<file path="config.mk">
export PLATFORM = sky130hd
export DESIGN_NAME = mem_block_copy
export DESIGN_NICKNAME = d
export VERILOG_FILES = /design/src/rtl/mem_block_copy_pkg.sv /design/src/rtl/mem_copy_addr_gen.sv /design/src/rtl/mem_block_copy.sv
export SDC_FILE = /design/constraint.sdc
export NUM_CORES = 1
export LEC_CHECK = 0
export BUFFER_PORTS_ARGS = -buffer_cell sky130_fd_sc_hd__clkbuf_2
export CELL_PAD_IN_SITES_DETAIL_PLACEMENT = 1
export CELL_PAD_IN_SITES_GLOBAL_PLACEMENT = 2
export CORE_ASPECT_RATIO = 0.6
export CORE_MARGIN = 4
export CORE_UTILIZATION = 26
export DETAILED_ROUTE_END_ITERATION = 7
export PLACE_DENSITY = 0.78
export SKIP_CTS_REPAIR_TIMING = 1
export SLEW_MARGIN = 40
export SYNTH_ARGS = -nofsm -noshare
export SYNTH_HDL_FRONTEND = slang
export SYNTH_SLANG_ARGS = --single-unit
</file>
<file path="constraint.sdc">
create_clock -name CLK -period 1.6 [get_ports CLK]
set_clock_uncertainty 0.2 [all_clocks]
set_input_delay 0.16 -clock CLK [delete_from_list [all_inputs] [get_ports CLK]]
set_output_delay 0.16 -clock CLK [all_outputs]
set_load 0.1 [all_outputs]
</file>
<file path="src/rtl/mem_block_copy_pkg.sv">
// Shared constants for the memory block-copy engine: FSM state codes,
// default widths and the largest copy length.
package mem_block_copy_pkg;

    localparam int ADDR_W_DEF = 10;
    localparam int DATA_W_DEF = 16;
    localparam int MAX_WORDS  = 1 << ADDR_W_DEF;

    localparam logic [2:0] ST_IDLE  = 3'd0;
    localparam logic [2:0] ST_READ  = 3'd1;
    localparam logic [2:0] ST_WAIT  = 3'd2;
    localparam logic [2:0] ST_WRITE = 3'd3;
    localparam logic [2:0] ST_DONE  = 3'd4;

endpackage

</file>
<file path="src/rtl/mem_copy_addr_gen.sv">
// Source/destination pointers and words-remaining counter for the copy engine.
// Pointers wrap modulo 2^ADDR_W; the requested length is clamped to MAX_CNT.
module mem_copy_addr_gen
    import mem_block_copy_pkg::*;
#(
    parameter int ADDR_W  = ADDR_W_DEF,
    parameter int MAX_CNT = MAX_WORDS
) (
    input  logic              i_clk,
    input  logic              i_reset,
    input  logic              i_load,
    input  logic              i_step,
    input  logic [ADDR_W-1:0] i_src,
    input  logic [ADDR_W-1:0] i_dst,
    input  logic [ADDR_W:0]   i_count,
    output logic [ADDR_W-1:0] o_src,
    output logic [ADDR_W-1:0] o_dst,
    output logic              o_last,
    output logic              o_zero
);

    localparam logic [ADDR_W:0] MAX_C = (ADDR_W+1)'(MAX_CNT);

    logic [ADDR_W-1:0] r_src;
    logic [ADDR_W-1:0] r_dst;
    logic [ADDR_W:0]   r_remaining;
    logic [ADDR_W:0]   w_clamped;

    assign w_clamped = (i_count > MAX_C) ? MAX_C : i_count;

    always_ff @(posedge i_clk) begin
        if (i_reset) begin
            r_src       <= '0;
            r_dst       <= '0;
            r_remaining <= '0;
        end else if (i_load) begin
            r_src       <= i_src;
            r_dst       <= i_dst;
            r_remaining <= w_clamped;
        end else if (i_step) begin
            r_src       <= r_src + 1'b1;
            r_dst       <= r_dst + 1'b1;
            r_remaining <= r_remaining - 1'b1;
        end
    end

    assign o_src  = r_src;
    assign o_dst  = r_dst;
    assign o_last = (r_remaining == (ADDR_W+1)'(1));
    // Zero-length test looks at the incoming request so IDLE can branch straight to DONE.
    assign o_zero = (i_count == '0);

endmodule

</file>
<file path="src/rtl/mem_block_copy.sv">
// Block-copy initiator for a single-port, registered-address data memory.
// Optional running checksum output enabled by defining MEMCOPY_CHECKSUM_EN.
//
// state    | meaning
// IDLE     | waiting for Start
// READ     | source address presented to memory
// WAIT     | read latency; last cycle captures MemDataIn into hold
// WRITE    | hold written to destination, pointers advance
// DONE     | one-cycle Done pulse
module mem_block_copy
    import mem_block_copy_pkg::*;
#(
    parameter int READ_LAT = 1,
    parameter int ADDR_W   = ADDR_W_DEF,
    parameter int DATA_W   = DATA_W_DEF
) (
    input  logic              CLK,
    input  logic              Reset,
    input  logic              Start,
    input  logic [ADDR_W-1:0] SrcAddr,
    input  logic [ADDR_W-1:0] DstAddr,
    input  logic [ADDR_W:0]   Count,
    output logic              Busy,
    output logic              Done,
    output logic [ADDR_W-1:0] MemAddress,
    output logic [DATA_W-1:0] MemDataOut,
    output logic              MemWrite,
    input  logic [DATA_W-1:0] MemDataIn
`ifdef MEMCOPY_CHECKSUM_EN
    ,
    output logic [DATA_W-1:0] Checksum
`endif
);

    localparam int LAT_W = (READ_LAT > 1) ? $clog2(READ_LAT) : 1;

    logic [2:0]        r_state;
    logic [2:0]        w_next;
    logic [LAT_W-1:0]  r_lat_cnt;
    logic [DATA_W-1:0] r_hold;
    logic [ADDR_W-1:0] w_src;
    logic [ADDR_W-1:0] w_dst;
    logic              w_last;
    logic              w_zero;
    logic              w_load;
    logic              w_step;
    logic              w_lat_tc;

    assign w_load   = (r_state == ST_IDLE) && Start;
    assign w_step   = (r_state == ST_WRITE);
    assign w_lat_tc = (r_lat_cnt == '0);

    mem_copy_addr_gen #(
        .ADDR_W  (ADDR_W),
        .MAX_CNT (1 << ADDR_W)
    ) u_addr_gen (
        .i_clk   (CLK),
        .i_reset (Reset),
        .i_load  (w_load),
        .i_step  (w_step),
        .i_src   (SrcAddr),
        .i_dst   (DstAddr),
        .i_count (Count),
        .o_src   (w_src),
        .o_dst   (w_dst),
        .o_last  (w_last),
        .o_zero  (w_zero)
    );

    always_comb begin
        w_next = r_state;
        case (r_state)
            ST_IDLE:  if (Start) w_next = w_zero ? ST_DONE : ST_READ;
            ST_READ:  w_next = ST_WAIT;
            ST_WAIT:  if (w_lat_tc) w_next = ST_WRITE;
            ST_WRITE: w_next = w_last ? ST_DONE : ST_READ;
            ST_DONE:  w_next = ST_IDLE;
            default:  w_next = ST_IDLE;
        endcase
    end

    always_ff @(posedge CLK) begin
        if (Reset) begin
            r_state   <= ST_IDLE;
            r_lat_cnt <= '0;
            r_hold    <= '0;
        end else begin
            r_state <= w_next;
            if (r_state == ST_READ) begin
                r_lat_cnt <= LAT_W'(READ_LAT - 1);
            end else if ((r_state == ST_WAIT) && !w_lat_tc) begin
                r_lat_cnt <= r_lat_cnt - 1'b1;
            end
            if ((r_state == ST_WAIT) && w_lat_tc) begin
                r_hold <= MemDataIn;
            end
        end
    end

`ifdef MEMCOPY_CHECKSUM_EN
    logic [DATA_W-1:0] r_checksum;

    always_ff @(posedge CLK) begin
        if (Reset || w_load) begin
            r_checksum <= '0;
        end else if (w_step) begin
            r_checksum <= r_checksum + r_hold;
        end
    end

    assign Checksum = r_checksum;
`endif

    // Address stays on src through WAIT so the memory's registered address is stable.
    always_comb begin
        MemAddress = '0;
        case (r_state)
            ST_READ, ST_WAIT: MemAddress = w_src;
            ST_WRITE:         MemAddress = w_dst;
            default:          MemAddress = '0;
        endcase
    end

    assign MemDataOut = r_hold;
    assign MemWrite   = (r_state == ST_WRITE);
    assign Busy       = (r_state == ST_READ) || (r_state == ST_WAIT) || (r_state == ST_WRITE);
    assign Done       = (r_state == ST_DONE);

endmodule

</file>
### Word-level counts from Yosys, hierarchy flattened

Index checks and enable logic that the tools add are counted.
W data, S select, Z words.

| storage, ports and cells | value |
|---|---|
| bits in registers | 51 |
| output and inout port bits | 29 |

| cells by class | value |
|---|---|
| add/sub/neg operators | 4 |
| magnitude comparators | 1 |
| equal/unequal tests | 7 |
| mux-type cells | 13 |
| bitwise gates (word level) | 1 |
| reductions and logical operators | 11 |

Operators by type and width:

| kind | count |
|---|---|
| $mux W10 | 4 |
| $mux W11 | 3 |
| $add A10 B1 Y10 const B | 2 |
| $pmux W10 S2 | 1 |
| $mux W3 | 4 |
| $pmux W3 S4 | 1 |
| $eq A11 B1 Y1 const B | 1 |
| $gt A11 B11 Y1 const B | 1 |
| $logic_not A11 Y1 | 1 |
| $sub A11 B1 Y11 const B | 1 |
| $eq A3 B2 Y1 const B | 2 |
| $ne A2 B2 Y1 const B | 2 |
| $reduce_or A2 Y1 | 2 |
| $eq A3 B1 Y1 const B | 1 |
| $eq A3 B3 Y1 const B | 1 |
| $logic_and A1 B1 Y1 | 3 |
| $logic_not A3 Y1 | 1 |
| $logic_or A1 B1 Y1 | 2 |
| $reduce_and A2 Y1 | 1 |
| $reduce_bool A2 Y1 | 1 |
| $not A1 Y1 | 1 |
| $sub A1 B1 Y1 const B | 1 |

### Longest topological paths before layout

Gate-level depths: netlist (run 1).

| depth | value |
|---|---|
| word-level depth | 4 |
| depth in mapped cells | 7 |

### Hierarchy

From an unflattened synthesis (run 1), not the netlist that was laid out.

| second synthesis, totals | value |
|---|---|
| cell total of the unflattened synthesis | 340 |
| area total of the unflattened synthesis | 2798.9 µm² |

Modules (own cells, without submodules):

| module | times used | cells an instance | area each (µm²) |
|---|---|---|---|
| mem_copy_addr_gen | 1 | 207 | 1734.2 |
| mem_block_copy | 1 | 133 | 1064.8 |

### Least setup slack after synthesis (run 1)

Ideal clock, no wire load.

| path | value |
|---|---|
| path type | register -> output |
| from | register r_state[1] |
| to | output port MemAddress[2] |
| arrival time | 3.083 ns |
| required time | 1.240 ns |
| path slack | -1.843 ns |
| cell stages (with the launch flop) | 6 |
| path buffers | 3 |
| path through | dfxtp_1 > buf_6 > nand3b_4 > buf_6 > clkbuf_1 > o21ai_0 |

| between the ends | value |
|---|---|
| word-level cells in the longest chain between the ends | 3 |
| elaborated cells between the ends (all ways) | 5 |
| classes of those cells | eq/ne: 3; mux: 1; reduce/logical: 1 |

RTL lines:

| item | RTL line | text |
|---|---|---|
| from (decl) | mem_block_copy.sv:37 | `logic [2:0] r_state;` |
| from (signal assigned) | mem_block_copy.sv:88 | `r_state <= w_next;` |
| $eq A3 B1 Y1 or $eq A3 B2 Y1 (tied branches) | mem_block_copy.sv:117 | `case (r_state)` |
| $reduce_or A2 Y1 | mem_block_copy.sv:117 |  |
| $pmux W10 S2 * | mem_block_copy.sv:117 |  |
| to (decl) | mem_block_copy.sv:25 | `output logic [ADDR_W-1:0] MemAddress,` |

Mark *: on every way between the ends. The rest lies on a longest branch, timed or not.

### Final worst setup path (run 1)

| path | value |
|---|---|
| from | register r_state[2] |
| to | register u_addr_gen.r_src[8], in the netlist u_addr_gen.o_src[8] |

| between the ends | value |
|---|---|
| word-level cells in the longest chain between the ends | 3 |
| elaborated cells between the ends (all ways) | 5 |
| classes of those cells | eq/ne: 1; mux: 1; reduce/logical: 3 |

RTL lines:

| item | RTL line | text |
|---|---|---|
| $logic_not A3 Y1 | mem_block_copy.sv:49 | `assign w_load = (r_state == ST_IDLE) && Start;` |
| $logic_and A1 B1 Y1 | mem_block_copy.sv:49 |  |
| $mux W10 or $reduce_bool A2 Y1 (tied branches) | -- |  |
| to (signal assigned) | mem_copy_addr_gen.sv:37 | `r_src <= i_src;` |
| to (signal assigned) | mem_copy_addr_gen.sv:41 | `r_src <= r_src + 1'b1;` |
| to (decl) | mem_copy_addr_gen.sv:24 | `logic [ADDR_W-1:0] r_src;` |

Several ways; a longest one is shown, not always the timed one.
A chain may end at the register's enable or synchronous reset.

==> impl_metrics.json, run 1 <==
{
  "portBuffers": 78,
  "routed_via_density": 5.24,
  "fp.dieW_um": 140,
  "ys_warn_count": 0,
  "maxSlewViolCount": 0,
  "r2r-start": "r_state[2]",
  "dr_wl_met3_um": 678,
  "cts_made_buffers": 5,
  "antenna_found_initial": 0,
  "layout_setup_ws_ns": -0.353,
  "postLayoutCoreUtil_pct": 51.7,
  "synthFlopType": "dfxtp_1",
  "syn_nets": 392,
  "pwr-share-clk_pct": 18.2,
  "initial_core_util_pct": 27.2,
  "clk_pin_slew_ns": 0.08,
  "die_h_um": 87.5,
  "clock_latency_ns": 0.30,
  "startpoint": "r_state[2]",
  "worst_ep_arrival_time_ns": 1.97,
  "cts-root-buf": "clkbuf_16",
  "grt_pass1_wl_um": 16900,
  "fill_cells": 1141,
  "rows": 28,
  "required_ns": 1.62,
  "finalSetupViolCount": 46,
  "ant_nets": 0,
  "grt_pass1_vias": 3193,
  "synth.top_cell.area_share_pct": 37.3,
  "synth_common_cells": "52 x nand2_1, 51 x dfxtp_1, 41 x a21oi_1, 23 x nor2_1, 13 x o21ai_0",
  "min_from": "SrcAddr[2]",
  "r2r.worst_path.cells": 6,
  "period_share_pct": 122,
  "seq_power_share_pct": 24.6,
  "ys_seq_elements": 51,
  "max_freq_mhz": 512,
  "hold_class": "primary input to flip-flop",
  "synth.most_common_cell": "nand2_1",
  "power.density_nw_per_um2": 1360,
  "p_int_mw": 3.99,
  "violations": "negative hold slack, negative setup slack",
  "switching_share_pct": 43.6,
  "drtIter0Drc": 199,
  "fin_tns_setup_ns": -10.48,
  "syn-cell-area_um2": 2740,
  "wl_met1_um": 6210,
  "ys_top_cells_by_area": "dfxtp_1 37%, a21oi_1 7.5%, nand2_1 7.1%",
  "syn_avg_cell_area_um2": 8.10,
  "async_flop_share_pct": 0,
  "synth_cells": 338,
  "cts.sinks": 51,
  "vias": 3429,
  "grt_overflow_total": 0,
  "peakVddDrop_mv": 0.524,
  "grtUsageTotal_pct": 17.4,
  "hpwlAfterDp_um": 8190,
  "io_pins": 79,
  "dr.max_layer_used": "met4",
  "place_congestion": 0.810,
  "critPathLaunchType": "flip-flop",
  "status": "finished, violations left",
  "combPwrFrac_pct": 57.2,
  "synth.distinct_cells": 54,
  "path_class": "flip-flop to flip-flop",
  "layout_min_cycle_time_ns": 1.95,
  "core_area_um2": 10100,
  "route.detailed.drc": 0,
  "cts-htree-levels": 2,
  "worstPathMaxFanout": 5,
  "drive_above_1_share_pct": 49.3,
  "syn_to_final_growth_pct": 89.9,
  "firstDrtPassIters": 4,
  "clock_path_buffers": 2,
  "max_cap_violations": 0,
  "rsz0062_at_grt": "true",
  "whs_ns": -0.0505,
  "wl_met2_um": 6110,
  "drt-total-wl_um": 13100,
  "hold_viol_final": 5,
  "die-area_um2": 12300,
  "slew_headroom_pct": 58.4,
  "wl_per_cell_um": 20.1,
  "p_switching_mw": 3.08,
  "cts_tree": "done",
  "worst-slew-pin-transition_ns": 0.621,
  "synth_top_area_cell": "dfxtp_1",
  "power.leakage_nw": 2.14,
  "crit_path_end_kind": "flip-flop",
  "finalNetCount": 572,
  "antenna_cells": 0,
  "hold_depth": 3,
  "synth_edf_count": 0,
  "seq_area_frac_synth_pct": 37.3,
  "grt_max_degree": 22
}
[through the flow]
stage                     area [um2]  instances  power (mW)  setup WS [ns]
after detailed placement        4000        587        4.71         -0.170
final                           5200        654        7.07         -0.353
after CTS                       4160        595        5.99         -0.470
after floorplan                 2940        338        3.63         -0.213
after global routing            5200        654        7.35         -0.380
after global placement          4000        587        4.64         -0.107
[final timing paths]
kind	end	slack, ns
setup / recovery	u_addr_gen.o_src[8]	-0.35
setup reg to reg	u_addr_gen.o_src[8]	-0.35
hold reg to reg	MemDataOut[12]	0.26
hold / removal	u_addr_gen.o_src[2]	-0.05
[area by class of cell]
class	count	area [um2]	share of cell area, %
clock buffer	5	125	2.41
timing repair buffer	198	1790	34.4
multi-input combinational	252	1990	38.3
clock inverter	3	43.8	0.842
inverter	10	40.0	0.770
tap	135	169	3.25
sequential	51	1040	20.0
[cells in the final DEF (no fill, tap or decap), types with 4 or more instances in the layout]
| cell | instances |
|---|---|
| dfxtp_4 | 4 |
| a21oi_4 | 5 |
| nor4_1 | 4 |
| a21oi_1 | 31 |
| buf_6 | 11 |
| dfxtp_2 | 4 |
| nor3_1 | 4 |
| nor2_1 | 17 |
| buf_4 | 62 |
| nand3_1 | 6 |
| nand4_1 | 7 |
| clkbuf_2 | 65 |
| inv_1 | 8 |
| nor2_4 | 7 |
| nand2_1 | 50 |
| a22o_4 | 7 |
| o21ai_2 | 5 |
| dfxtp_1 | 43 |
| a31oi_1 | 10 |
| a32oi_1 | 5 |
| xnor2_1 | 5 |
| dlygate4sd3_1 | 33 |
| buf_12 | 20 |
| clkbuf_16 | 9 |
| a21oi_2 | 5 |
[flip-flops by register name (all words and copies together) (netlist names)]
signal and flops:
u_addr_gen.r_remaining 11, u_addr_gen.o_dst 10, r_lat_cnt 1, r_state 3
u_addr_gen.o_src 10, MemDataOut 16
[worst max-delay path, stage by stage, from the launching register on]
cell	delay [ns]
dfxtp_4	0.37
nand3b_4	0.20
buf_8	0.16
buf_12	0.13
buf_4	0.13
or4_1	0.50
a31oi_1	0.17
[per-layer routing]
| layer | vias up | global-route usage, % |
|---|---|---|
| met4 | 0 | 3.96 |
| met2 | 92 | 26.5 |
| met5 | - | 0 |
| li1 | 1610 | - |
| met3 | 15 | 4.83 |
| met1 | 1712 | 24.5 |
[logic make-up after synthesis]
logic type | share of synthesized area [%]
AO/OA/AOI/OAI | 26.3
XOR/XNOR | 2.56
adder cells (fa/ha/maj) | 1.83
buffers and inverters | 6.08
flip-flops | 37.3
multiplexers | 0.366
AND/OR/NAND/NOR | 25.5
[power by group through the flow]
stage / registers (mW) / logic, mW / clock network, mW
6_report: 1.74 / 4.04 / 1.28
5_1_grt: 1.77 / 4.23 / 1.35
4_1_cts: 1.71 / 2.99 / 1.29
3_5_place_dp: 1.73 / 2.98 / 0
3_3_place_gp: 1.72 / 2.91 / 0
2_1_floorplan: 2.12 / 1.51 / 0
Power figures use the tool's default switching activity.
==> run 2, diff against run 1 <==
--- a/config.mk
+++ b/config.mk
@@ -5,14 +5,15 @@
 export SDC_FILE = /design/constraint.sdc
 export NUM_CORES = 1
 export LEC_CHECK = 0
+export ABC_AREA = 1
 export BUFFER_PORTS_ARGS = -buffer_cell sky130_fd_sc_hd__clkbuf_2
 export CELL_PAD_IN_SITES_DETAIL_PLACEMENT = 1
 export CELL_PAD_IN_SITES_GLOBAL_PLACEMENT = 2
-export CORE_ASPECT_RATIO = 0.6
+export CORE_ASPECT_RATIO = 1.1
 export CORE_MARGIN = 4
-export CORE_UTILIZATION = 26
+export CORE_UTILIZATION = 25
 export DETAILED_ROUTE_END_ITERATION = 7
-export PLACE_DENSITY = 0.78
+export PLACE_DENSITY = 0.79
 export SKIP_CTS_REPAIR_TIMING = 1
 export SLEW_MARGIN = 40
 export SYNTH_ARGS = -nofsm -noshare
==> run 2 against run 1 <==
Power shrank 17%. Critical endpoint is now MemAddress[7]. Worst setup slack gained 0.091 ns. Clock power grew 11%. Utilization shrank 9.5 points. Routed wire length shrank 15%. Cell count grew 14%. The flow still finishes with violations (negative hold slack, negative setup slack).
==> impl_metrics.json, run 2 <==
{
  "syn_nets": 508,
  "synthFlopType": "dfxtp_1",
  "clock_path_buffers": 2,
  "peakVddDrop_mv": 0.737,
  "portBuffers": 78,
  "ys_top_cells_by_area": "dfxtp_1 35%, nand2_1 12%, nor2_1 9.7%",
  "grt_pass1_vias": 3494,
  "clock_latency_ns": 0.29,
  "die_h_um": 122,
  "ys_seq_elements": 51,
  "p_switching_mw": 2.52,
  "cts-htree-levels": 2,
  "hold_class": "primary input to flip-flop",
  "finalPower_mw": 5.83,
  "worst-slew-pin-transition_ns": 0.557,
  "layout_setup_ws_ns": -0.262,
  "core_area_um2": 11500,
  "r2r.worst_path.cells": 10,
  "max_cap_violations": 0,
  "grt_overflow_total": 0,
  "synth.most_common_cell": "nand2_1",
  "largest_register_ffs": 16,
  "place_congestion": 0.773,
  "hold_depth": 3,
  "violations": "negative hold slack, negative setup slack",
  "combPwrFrac_pct": 47.9,
  "antenna_found_initial": 0,
  "period_share_pct": 116,
  "final_cell_mix": "91 x nand2_1, 70 x nor2_1, 65 x clkbuf_2, 49 x inv_1, 45 x dfxtp_1",
  "synth_edf_count": 0,
  "switching_share_pct": 43.2,
  "cts_tree": "done",
  "grt_pass1_wl_um": 16800,
  "vias": 3439,
  "hpwlAfterDp_um": 8050,
  "p_int_mw": 3.31,
  "fp.dieW_um": 112,
  "grt_max_degree": 19,
  "synth.distinct_cells": 34,
  "cts-root-buf": "clkbuf_16",
  "seq_power_share_pct": 27.8,
  "syn_avg_cell_area_um2": 6.49,
  "rows": 41,
  "ys_warn_count": 0,
  "maxSlewViolCount": 0,
  "drive_above_1_share_pct": 33.3,
  "required_ns": 1.24,
  "slew_headroom_pct": 63.0,
  "crit_path_end_kind": "primary output",
  "path_class": "flip-flop to primary output",
  "cts_made_buffers": 5,
  "cts.sinks": 51,
  "finalNonFillerCells": 745,
  "async_flop_share_pct": 0,
  "worstPathMaxFanout": 7,
  "initial_core_util_pct": 25.6,
  "max_freq_mhz": 537,
  "r2r_setup_slack_ns": -0.16,
  "placed_cells": 690,
  "io_pins": 79,
  "whs_ns": -0.0363,
  "seq_area_frac_synth_pct": 34.6,
  "status": "finished, violations left",
  "worst_ep_arrival_time_ns": 1.50,
  "synth_common_cells": "95 x nand2_1, 76 x nor2_1, 51 x dfxtp_1, 49 x inv_1, 47 x nand3_1",
  "wl_per_cell_um": 14.9,
  "ant_nets": 0,
  "synth.top_cell.area_share_pct": 34.6,
  "rsz0062_at_grt": "true",
  "power.density_nw_per_um2": 1200,
  "layout_min_cycle_time_ns": 1.86,
  "drt-total-wl_um": 11100,
  "firstDrtPassIters": 4,
  "clk_pin_slew_ns": 0.07,
  "syn_to_final_growth_pct": 64.5,
  "die-area_um2": 13600,
  "pwr-share-clk_pct": 24.3,
  "hold_viol_final": 6,
  "route.detailed.drc": 0,
  "syn-cell-area_um2": 2950,
  "grtUsageTotal_pct": 15.1,
  "postLayoutCoreUtil_pct": 42.2,
  "fill_cells": 1457,
  "layout_commonest_cell": "nand2_1",
  "power.leakage_nw": 2.11,
  "drtIter0Drc": 74,
  "antenna_cells": 0,
  "critPathLaunchType": "flip-flop",
  "dp_slack_ns": -0.00989,
  "routed_via_density": 4.62,
  "finalNetCount": 648,
  "finalSetupViolCount": 36,
  "synth_cells": 454,
  "synth_top_area_cell": "dfxtp_1"
}
==> run 2: layout make-up <==
| class | instances | area, um2 | area share [%] |
|---|---|---|---|
| Multi-Input combinational cell | 329 | 1860 | 38.5 |
| Sequential cell | 51 | 1040 | 21.4 |
| Inverter | 56 | 238 | 4.91 |
| Timing Repair Buffer | 151 | 1330 | 27.4 |
| Clock buffer | 5 | 125 | 2.58 |
| Tap cell | 150 | 188 | 3.87 |
| Clock inverter | 3 | 67.6 | 1.39 |
==> run 2: cell families (layout without fill, tap and decap cells) <==
kind of cell	Yosys count	count (layout)	synth area share, %
buffers and inverters	74	215	11.1
XOR/XNOR	6	6	1.78
flip-flops	51	51	34.6
AND/OR/NAND/NOR	240	240	35.4
AO/OA/AOI/OAI	79	79	15.3
adder cells (fa/ha/maj)	4	4	1.70
==> run 2: critical path: stages, from the launching register on <==
cell and delay [ns]:
dfxtp_4 0.38, inv_6 0.08, nand3_4 0.16, buf_12 0.20
o22ai_4 0.18, buf_12 0.20
==> run 2: power by group through the flow <==
stage / logic (mW) / registers, mW / clock network, mW
after floorplan: 1.34 / 2.05 / 0
after global placement: 2.41 / 1.62 / 0
after detailed placement: 2.46 / 1.63 / 0
after CTS: 2.47 / 1.61 / 1.46
after global routing: 3.02 / 1.65 / 1.51
final: 2.80 / 1.62 / 1.42
==> run 2: path summary, 6_finish.rpt <==
kind,startpoint,end
max,r_state[2],MemAddress[7]
min,Count[6],u_addr_gen.r_remaining[6]
max reg2reg,r_state[2],u_addr_gen.r_remaining[0]
min reg2reg,MemDataOut[14],MemDataOut[14]
==> run 2: per-layer routing <==
| layer | vias to the layer above | part of all wire, % | global-route usage [%] |
|---|---|---|---|
| met2 | 56 | 53 | 27.6 |
| li1 | 1742 | - | - |
| met5 | - | 0 | 0 |
| met4 | 0 | 1.2 | 3.57 |
| met3 | 12 | 3.7 | 3.28 |
| met1 | 1629 | 43 | 18.1 |
==> run 2: stage by stage <==
stage	cell area [um2]	hold WS, ns	setup TNS (ns)
final	4850	-0.0363	-4.71
after global routing	4850	0.00101	-7.67
after CTS	4190	-0.0955	-3.32
after detailed placement	4000	0.217	-0.0129
after global placement	4000	0.208	0
after floorplan	3100	0.120	-1.08
